==> config.mk <==
export PLATFORM = sky130hd
export DESIGN_NAME = serial_alu_core_flat
export DESIGN_NICKNAME = d
export VERILOG_FILES = /design/src/rtl/alu_pkg.sv /design/src/rtl/serial_alu_core_if.sv /design/src/rtl/full_adder_bit.sv /design/src/rtl/serial_alu_core.sv /design/src/flat_wrapper.sv
export SDC_FILE = /design/constraint.sdc
export NUM_CORES = 1
export LEC_CHECK = 0
export BUFFER_PORTS_ARGS = -buffer_cell sky130_fd_sc_hd__buf_4
export CAP_MARGIN = 10
export CELL_PAD_IN_SITES_DETAIL_PLACEMENT = 1
export CELL_PAD_IN_SITES_GLOBAL_PLACEMENT = 1
export CORE_MARGIN = 2
export CORE_UTILIZATION = 37
export DETAILED_ROUTE_END_ITERATION = 10
export GPL_TIMING_DRIVEN = 0
export MAX_ROUTING_LAYER = met4
export PLACE_DENSITY = 0.84
export SLEW_MARGIN = 5
export SYNTH_ARGS = -nofsm -noshare
export SYNTH_HDL_FRONTEND = slang
export SYNTH_SLANG_ARGS = --single-unit
export TNS_END_PERCENT = 1
==> constraint.sdc <==
create_clock -name clk -period 1.5 [get_ports clk]
set_input_delay 0.15 -clock clk [delete_from_list [all_inputs] [get_ports clk]]
set_output_delay 0.15 -clock clk [all_outputs]
set_load 0.05 [all_outputs]
==> src/rtl/alu_pkg.sv <==
`default_nettype none
// ============================================================================
// Module      : alu_pkg
// Description : Shared types and constants for the bit-serial ALU back end.
// Revision    : 1.0 - initial release
// ============================================================================
package alu_pkg;

  // Controller states of the serial core
  typedef enum logic [1:0] {
    IDLE  = 2'd0,
    SHIFT = 2'd1,
    DONE  = 2'd2
  } state_t;

  localparam int ALU_WIDTH = 8;
  localparam int CNT_W     = $clog2(ALU_WIDTH);

  // Operation encodings used by the operand-extension stage
  localparam logic [1:0] OP_ADD  = 2'b00;
  localparam logic [1:0] OP_SUB  = 2'b01;
  localparam logic [1:0] OP_INC  = 2'b10;
  localparam logic [1:0] OP_PASS = 2'b11;

endpackage : alu_pkg
`default_nettype wire

==> src/rtl/serial_alu_core_if.sv <==
`default_nettype none
// ============================================================================
// Module      : serial_alu_core_if
// Description : Operand-in / result-out handshake bundle of the serial ALU.
// Revision    : 1.0 - initial release
// ============================================================================
interface serial_alu_core_if #(
  parameter int WIDTH = 8
);

  logic             in_valid;
  logic             in_ready;
  logic [WIDTH-1:0] opa;
  logic [WIDTH-1:0] opb;
  logic             cin;
  logic             out_valid;
  logic             out_ready;
  logic [WIDTH-1:0] res;
  logic             cout;
  logic             ovf;
  logic             zero;

  // Operand producer / result consumer side
  modport master (
    output in_valid, opa, opb, cin, out_ready,
    input  in_ready, out_valid, res, cout, ovf, zero
  );

  // ALU core side
  modport slave (
    input  in_valid, opa, opb, cin, out_ready,
    output in_ready, out_valid, res, cout, ovf, zero
  );

endinterface : serial_alu_core_if
`default_nettype wire

==> src/rtl/full_adder_bit.sv <==
`default_nettype none
// ============================================================================
// Module      : full_adder_bit
// Description : Combinational one-bit full adder.
// Revision    : 1.0 - initial release
// ============================================================================
module full_adder_bit (
  input  wire logic a,
  input  wire logic b,
  input  wire logic ci,
  output logic      s,
  output logic      co
);

  // Sum and majority carry
  always_comb begin
    s  = a ^ b ^ ci;
    co = (a & b) | (a & ci) | (b & ci);
  end

endmodule : full_adder_bit
`default_nettype wire

==> src/rtl/serial_alu_core.sv <==
`default_nettype none
// ============================================================================
// Module      : serial_alu_core
// Description : Bit-serial adder back end, LSB first, with carry, signed
//               overflow and zero flags and valid/ready on both sides.
// Revision    : 1.0 - initial release
// ============================================================================
module serial_alu_core
  import alu_pkg::*;
#(
  parameter int WIDTH = ALU_WIDTH
) (
  input  wire logic          clk,
  input  wire logic          rst,
  serial_alu_core_if.slave   bus
);

  localparam int             CNT_WL   = (WIDTH > 1) ? $clog2(WIDTH) : 1;
  localparam logic [CNT_WL-1:0] LAST_CNT = CNT_WL'(WIDTH - 1);

  state_t              state_q, state_d;
  logic [WIDTH-1:0]    a_sr_q, b_sr_q, r_sr_q;
  logic                carry_q;
  logic                sign_a_q, sign_b_q;
  logic [CNT_WL-1:0]   cnt_q;
  logic [WIDTH-1:0]    res_q;
  logic                cout_q, ovf_q, zero_q;

  logic                w_sum, w_co, w_last;
  logic [WIDTH-1:0]    w_res_shift;

  full_adder_bit u_fa (
    .a  (a_sr_q[0]),
    .b  (b_sr_q[0]),
    .ci (carry_q),
    .s  (w_sum),
    .co (w_co)
  );

  // New sum bit enters at the MSB; after WIDTH shifts the LSB has arrived at bit 0
  assign w_res_shift = (r_sr_q >> 1) | {w_sum, {(WIDTH-1){1'b0}}};
  assign w_last      = (cnt_q == LAST_CNT);

  // Handshake outputs are pure state decodes, no input-to-output paths
  assign bus.in_ready  = (state_q == IDLE);
  assign bus.out_valid = (state_q == DONE);
  assign bus.res       = res_q;
  assign bus.cout      = cout_q;
  assign bus.ovf       = ovf_q;
  assign bus.zero      = zero_q;

  // State register
  always_ff @(posedge clk) begin
    if (rst) state_q <= IDLE;
    else     state_q <= state_d;
  end

  // Next-state decode
  always_comb begin
    state_d = state_q;
    unique case (state_q)
      IDLE:    if (bus.in_valid)  state_d = SHIFT;
      SHIFT:   if (w_last)        state_d = DONE;
      DONE:    if (bus.out_ready) state_d = IDLE;
      default:                    state_d = IDLE;
    endcase
  end

  // Operand capture, serial add and result/flag load
  always_ff @(posedge clk) begin
    if (rst) begin
      a_sr_q   <= '0;
      b_sr_q   <= '0;
      r_sr_q   <= '0;
      carry_q  <= 1'b0;
      sign_a_q <= 1'b0;
      sign_b_q <= 1'b0;
      cnt_q    <= '0;
      res_q    <= '0;
      cout_q   <= 1'b0;
      ovf_q    <= 1'b0;
      zero_q   <= 1'b0;
    end else begin
      case (state_q)
        IDLE: begin
          if (bus.in_valid) begin
            a_sr_q   <= bus.opa;
            b_sr_q   <= bus.opb;
            r_sr_q   <= '0;
            carry_q  <= bus.cin;
            sign_a_q <= bus.opa[WIDTH-1];
            sign_b_q <= bus.opb[WIDTH-1];
            cnt_q    <= '0;
          end
        end
        SHIFT: begin
          a_sr_q  <= a_sr_q >> 1;
          b_sr_q  <= b_sr_q >> 1;
          r_sr_q  <= w_res_shift;
          carry_q <= w_co;
          if (w_last) begin
            // Counter holds at WIDTH-1 rather than wrapping
            res_q  <= w_res_shift;
            cout_q <= w_co;
            ovf_q  <= (sign_a_q == sign_b_q) && (w_sum != sign_a_q);
            zero_q <= ~|w_res_shift;
          end else begin
            cnt_q <= cnt_q + CNT_WL'(1);
          end
        end
        default: ;
      endcase
    end
  end

endmodule : serial_alu_core
`default_nettype wire

==> src/flat_wrapper.sv <==
// flat-port wrapper written by rule: the top's interface ports become plain ports
module serial_alu_core_flat import alu_pkg::*;
#(
  parameter int WIDTH = ALU_WIDTH
)
  (clk, rst, bus_in_valid, bus_opa, bus_opb, bus_cin, bus_out_ready, bus_in_ready, bus_out_valid, bus_res, bus_cout, bus_ovf, bus_zero);
  serial_alu_core_if #(.WIDTH(WIDTH)) bus_i ();
  input  wire logic clk;
  input  wire logic rst;
  input wire logic [$bits(bus_i.in_valid)-1:0] bus_in_valid;
  input wire logic [$bits(bus_i.opa)-1:0] bus_opa;
  input wire logic [$bits(bus_i.opb)-1:0] bus_opb;
  input wire logic [$bits(bus_i.cin)-1:0] bus_cin;
  input wire logic [$bits(bus_i.out_ready)-1:0] bus_out_ready;
  output wire logic [$bits(bus_i.in_ready)-1:0] bus_in_ready;
  output wire logic [$bits(bus_i.out_valid)-1:0] bus_out_valid;
  output wire logic [$bits(bus_i.res)-1:0] bus_res;
  output wire logic [$bits(bus_i.cout)-1:0] bus_cout;
  output wire logic [$bits(bus_i.ovf)-1:0] bus_ovf;
  output wire logic [$bits(bus_i.zero)-1:0] bus_zero;
  assign bus_i.in_valid = bus_in_valid;
  assign bus_i.opa = bus_opa;
  assign bus_i.opb = bus_opb;
  assign bus_i.cin = bus_cin;
  assign bus_i.out_ready = bus_out_ready;
  assign bus_in_ready = bus_i.in_ready;
  assign bus_out_valid = bus_i.out_valid;
  assign bus_res = bus_i.res;
  assign bus_cout = bus_i.cout;
  assign bus_ovf = bus_i.ovf;
  assign bus_zero = bus_i.zero;
  serial_alu_core #(.WIDTH(WIDTH)) u_core (.clk(clk), .rst(rst), .bus(bus_i));
endmodule
==> impl_metrics.json <==
{
  "outcome": "finished with violations",
  "violations": "negative setup slack",
  "post-route-util_pct": 49.7,
  "grt_usage_pct": 18.9,
  "layout-drive-gt1-share_pct": 37.1,
  "synthCells": 205,
  "clk_pin_slew_ns": 0.08,
  "fmax_mhz": 628,
  "fp.dieH_um": 75.3,
  "netlist.area_leader.share_pct": 44.7,
  "ctsHoldBuffers": 0,
  "yosysMostFrequentCell": "dfxtp_1",
  "clkSinkCount": 42,
  "post_dp_cell_area_um2": 2220,
  "ys_seq_elements": 42,
  "vias": 1601,
  "period_share_pct": 106,
  "synth_cell_types": 32,
  "synth-seq-area-share_pct": 44.7,
  "final.setup_skew_ns": 0.0107,
  "final_area_um2": 2390,
  "first_pass_iters": 4,
  "port_buffers": 33,
  "overflow": 0,
  "htree_levels": 2,
  "finish.net_count": 271,
  "insertion_delay_ns": 0.29,
  "synthTopCellsByCount": "42 x dfxtp_1, 38 x nand2_1, 27 x nor2_1, 17 x a21oi_1",
  "grt_max_degree": 15,
  "start_util_pct": 39.1,
  "clock_power_share_pct": 35.6,
  "worst_slack_ns": -0.0932,
  "grt_pass1_vias": 1692,
  "hold_path.class": "in -> reg",
  "worstSetupEndpointType": "flop",
  "synthFlopType": "dfxtp_1",
  "start_kind": "flop",
  "internal_power_mw": 1.88,
  "sw_frac_of_total_pct": 26.4,
  "drt-total-wl_mm": 4.80,
  "drcViolationCount": 0,
  "worstPathArrival_ns": 1.80,
  "critPathMaxFanout": 3,
  "dp_hpwl_mm": 3.32,
  "core_area_um2": 4820,
  "vias_per_cell": 5.08,
  "setup_viol": 2,
  "maxSlewHeadroom_pct": 56.7,
  "place_ws_ns": -0.210,
  "n_antenna_cell": 0,
  "slew_violations": 0,
  "cts_tree": "done",
  "io_pins": 34,
  "synth_nets": 229,
  "drv_cap": 0,
  "antenna_found_initial": 0,
  "p_comb_share_pct": 17.0,
  "design.die.area_um2": 5670,
  "grtUsageMet3_pct": 3.57,
  "rows": 25,
  "synth.largest_area_cell": "dfxtp_1",
  "wl_per_cell_um": 15.3,
  "grt-busiest-layer": "met2",
  "rsz0062_at_grt": "true",
  "postRouteAntennaNets": 0,
  "worst_pin_slew_ns": 0.650,
  "grtUsageMet1_pct": 23.2,
  "syn_area_um2": 1880,
  "place.gp.congestion": 0.771,
  "min_period_ns": 1.59,
  "peakVddDrop_uv": 592,
  "hold_viol_final": 0,
  "root_buffer": "clkbuf_8",
  "p_sw_mw": 0.672,
  "cts_buffers": 5,
  "async_flop_share_pct": 0,
  "syn2layout_area_growth_pct": 27.3,
  "die_w_um": 75.3,
  "cp.required_ns": 1.71,
  "leakage_nw": 0.955,
  "fillers": 597,
  "path_class": "reg -> reg",
  "synth-edff-count": 0,
  "drtIter0Drc": 58,
  "power_density_nw_per_um2": 1060,
  "avgSynthCellArea_um2": 9.18,
  "yosysWarningCount": 0,
  "ys_top_cells_by_area": "dfxtp_1 45%, nand2_1 7.6%, a211oi_2 7.3%",
  "cts.path.max_buffers": 2,
  "grt_pass1_wl_mm": 7.91,
  "met2_usage_pct": 32.7,
  "p_seq_share_pct": 47.4
}
[sequential cells by signal, summed over array words and instances (netlist names)]
register,count
u_core.a_sr_q,8
u_core.b_sr_q,8
u_core.bus.cout,1
u_core.bus.ovf,1
u_core.bus.res,8
u_core.bus.zero,1
u_core.carry_q,1
u_core.cnt_q,3
u_core.r_sr_q,7
u_core.sign_a_q,1
u_core.sign_b_q,1
u_core.state_q,2
[critical path, stage by stage, from the launching register on]
cell      delay (ns)
dfxtp_2         0.34
fa_2            0.60
or3b_4          0.38
a311oi_2        0.20
[path summary, 6_finish.rpt]
| path | depth (start not counted) | end | slack [ns] | start |
|---|---|---|---|---|
| setup / recovery | 3 | u_core.bus.ovf | -0.09 | u_core.b_sr_q[0] |
| hold / removal | 3 | u_core.a_sr_q[0] | 0.11 | bus_opa[0] |
| setup reg to reg | 3 | u_core.bus.ovf | -0.09 | u_core.b_sr_q[0] |
| hold reg to reg | 2 | u_core.bus.res[2] | 0.46 | u_core.bus.res[2] |
[layer usage]
layer	wire [µm]	part of all wire (%)	vias to the layer above
li1	-	-	792
met1	2150	45	780
met2	2470	51	27
met3	176	3.7	2
met4	10	0.21	0
met5	0	0	-
[cells by family after synthesis]
logic type               after synthesis  synth area share (%)
adder cells (fa/ha/maj)                3                  2.39
buffers and inverters                 17                  6.78
AND/OR/NAND/NOR                       82                  19.2
flip-flops                            42                  44.7
multiplexers                           2                  1.06
AO/OA/AOI/OAI                         59                  25.9
[per-stage QoR]
step | hold slack [ns] | total power [mW] | std cells | TNS [ns]
floorplan | 0.283 | 1.50 | 205 | -0.0373
global placement | 0.402 | 1.60 | 305 | -0.193
detailed placement | 0.414 | 1.62 | 305 | -0.261
CTS | 0.105 | 2.55 | 315 | -0.126
global route | 0.111 | 2.66 | 315 | -0.309
finish | 0.109 | 2.55 | 315 | -0.108
[power groups by stage]
stage	clock network [mW]	logic [mW]	registers [mW]
final	0.907	0.432	1.21
after global routing	0.968	0.477	1.22
after CTS	0.923	0.424	1.21
after detailed placement	0	0.391	1.23
after global placement	0	0.378	1.23
after floorplan	0	0.278	1.22
[area by class of cell]
type	count	area, µm²	share of cell area, %
plain buffers	16	126	5.28
clock buffers	5	68.8	2.87
clock inverters	3	43.8	1.83
inverters	1	3.75	0.157
multi-input cells	146	960	40.1
flip-flops and latches	42	846	35.3
well taps	67	83.8	3.50
repair buffers	35	263	11.0
[cell usage in the layout (no fill, tap or decap), types with 2 or more instances in the layout]
cell,instances
dfxtp_2,4
dfxtp_1,38
buf_2,4
nand3b_1,2
or2b_1,2
a21oi_1,17
nand3_1,3
mux2i_1,2
nand2b_1,2
a21oi_2,11
nor4_1,2
buf_4,38
and2b_1,2
clkbuf_1,3
a211oi_2,11
a211oi_1,4
nand2_1,38
o21ai_0,2
clkbuf_8,5
a22oi_1,8
nor2_1,27
buf_6,4
[what timing repair did]
action                                  in CTS  in global routing
endpoints found under the setup margin       3                 13
buffers inserted                             2                  0
gates resized for setup                      5                  7
pin swaps                                    3                  1
No activity file was read; power rests on OpenSTA's default activity.
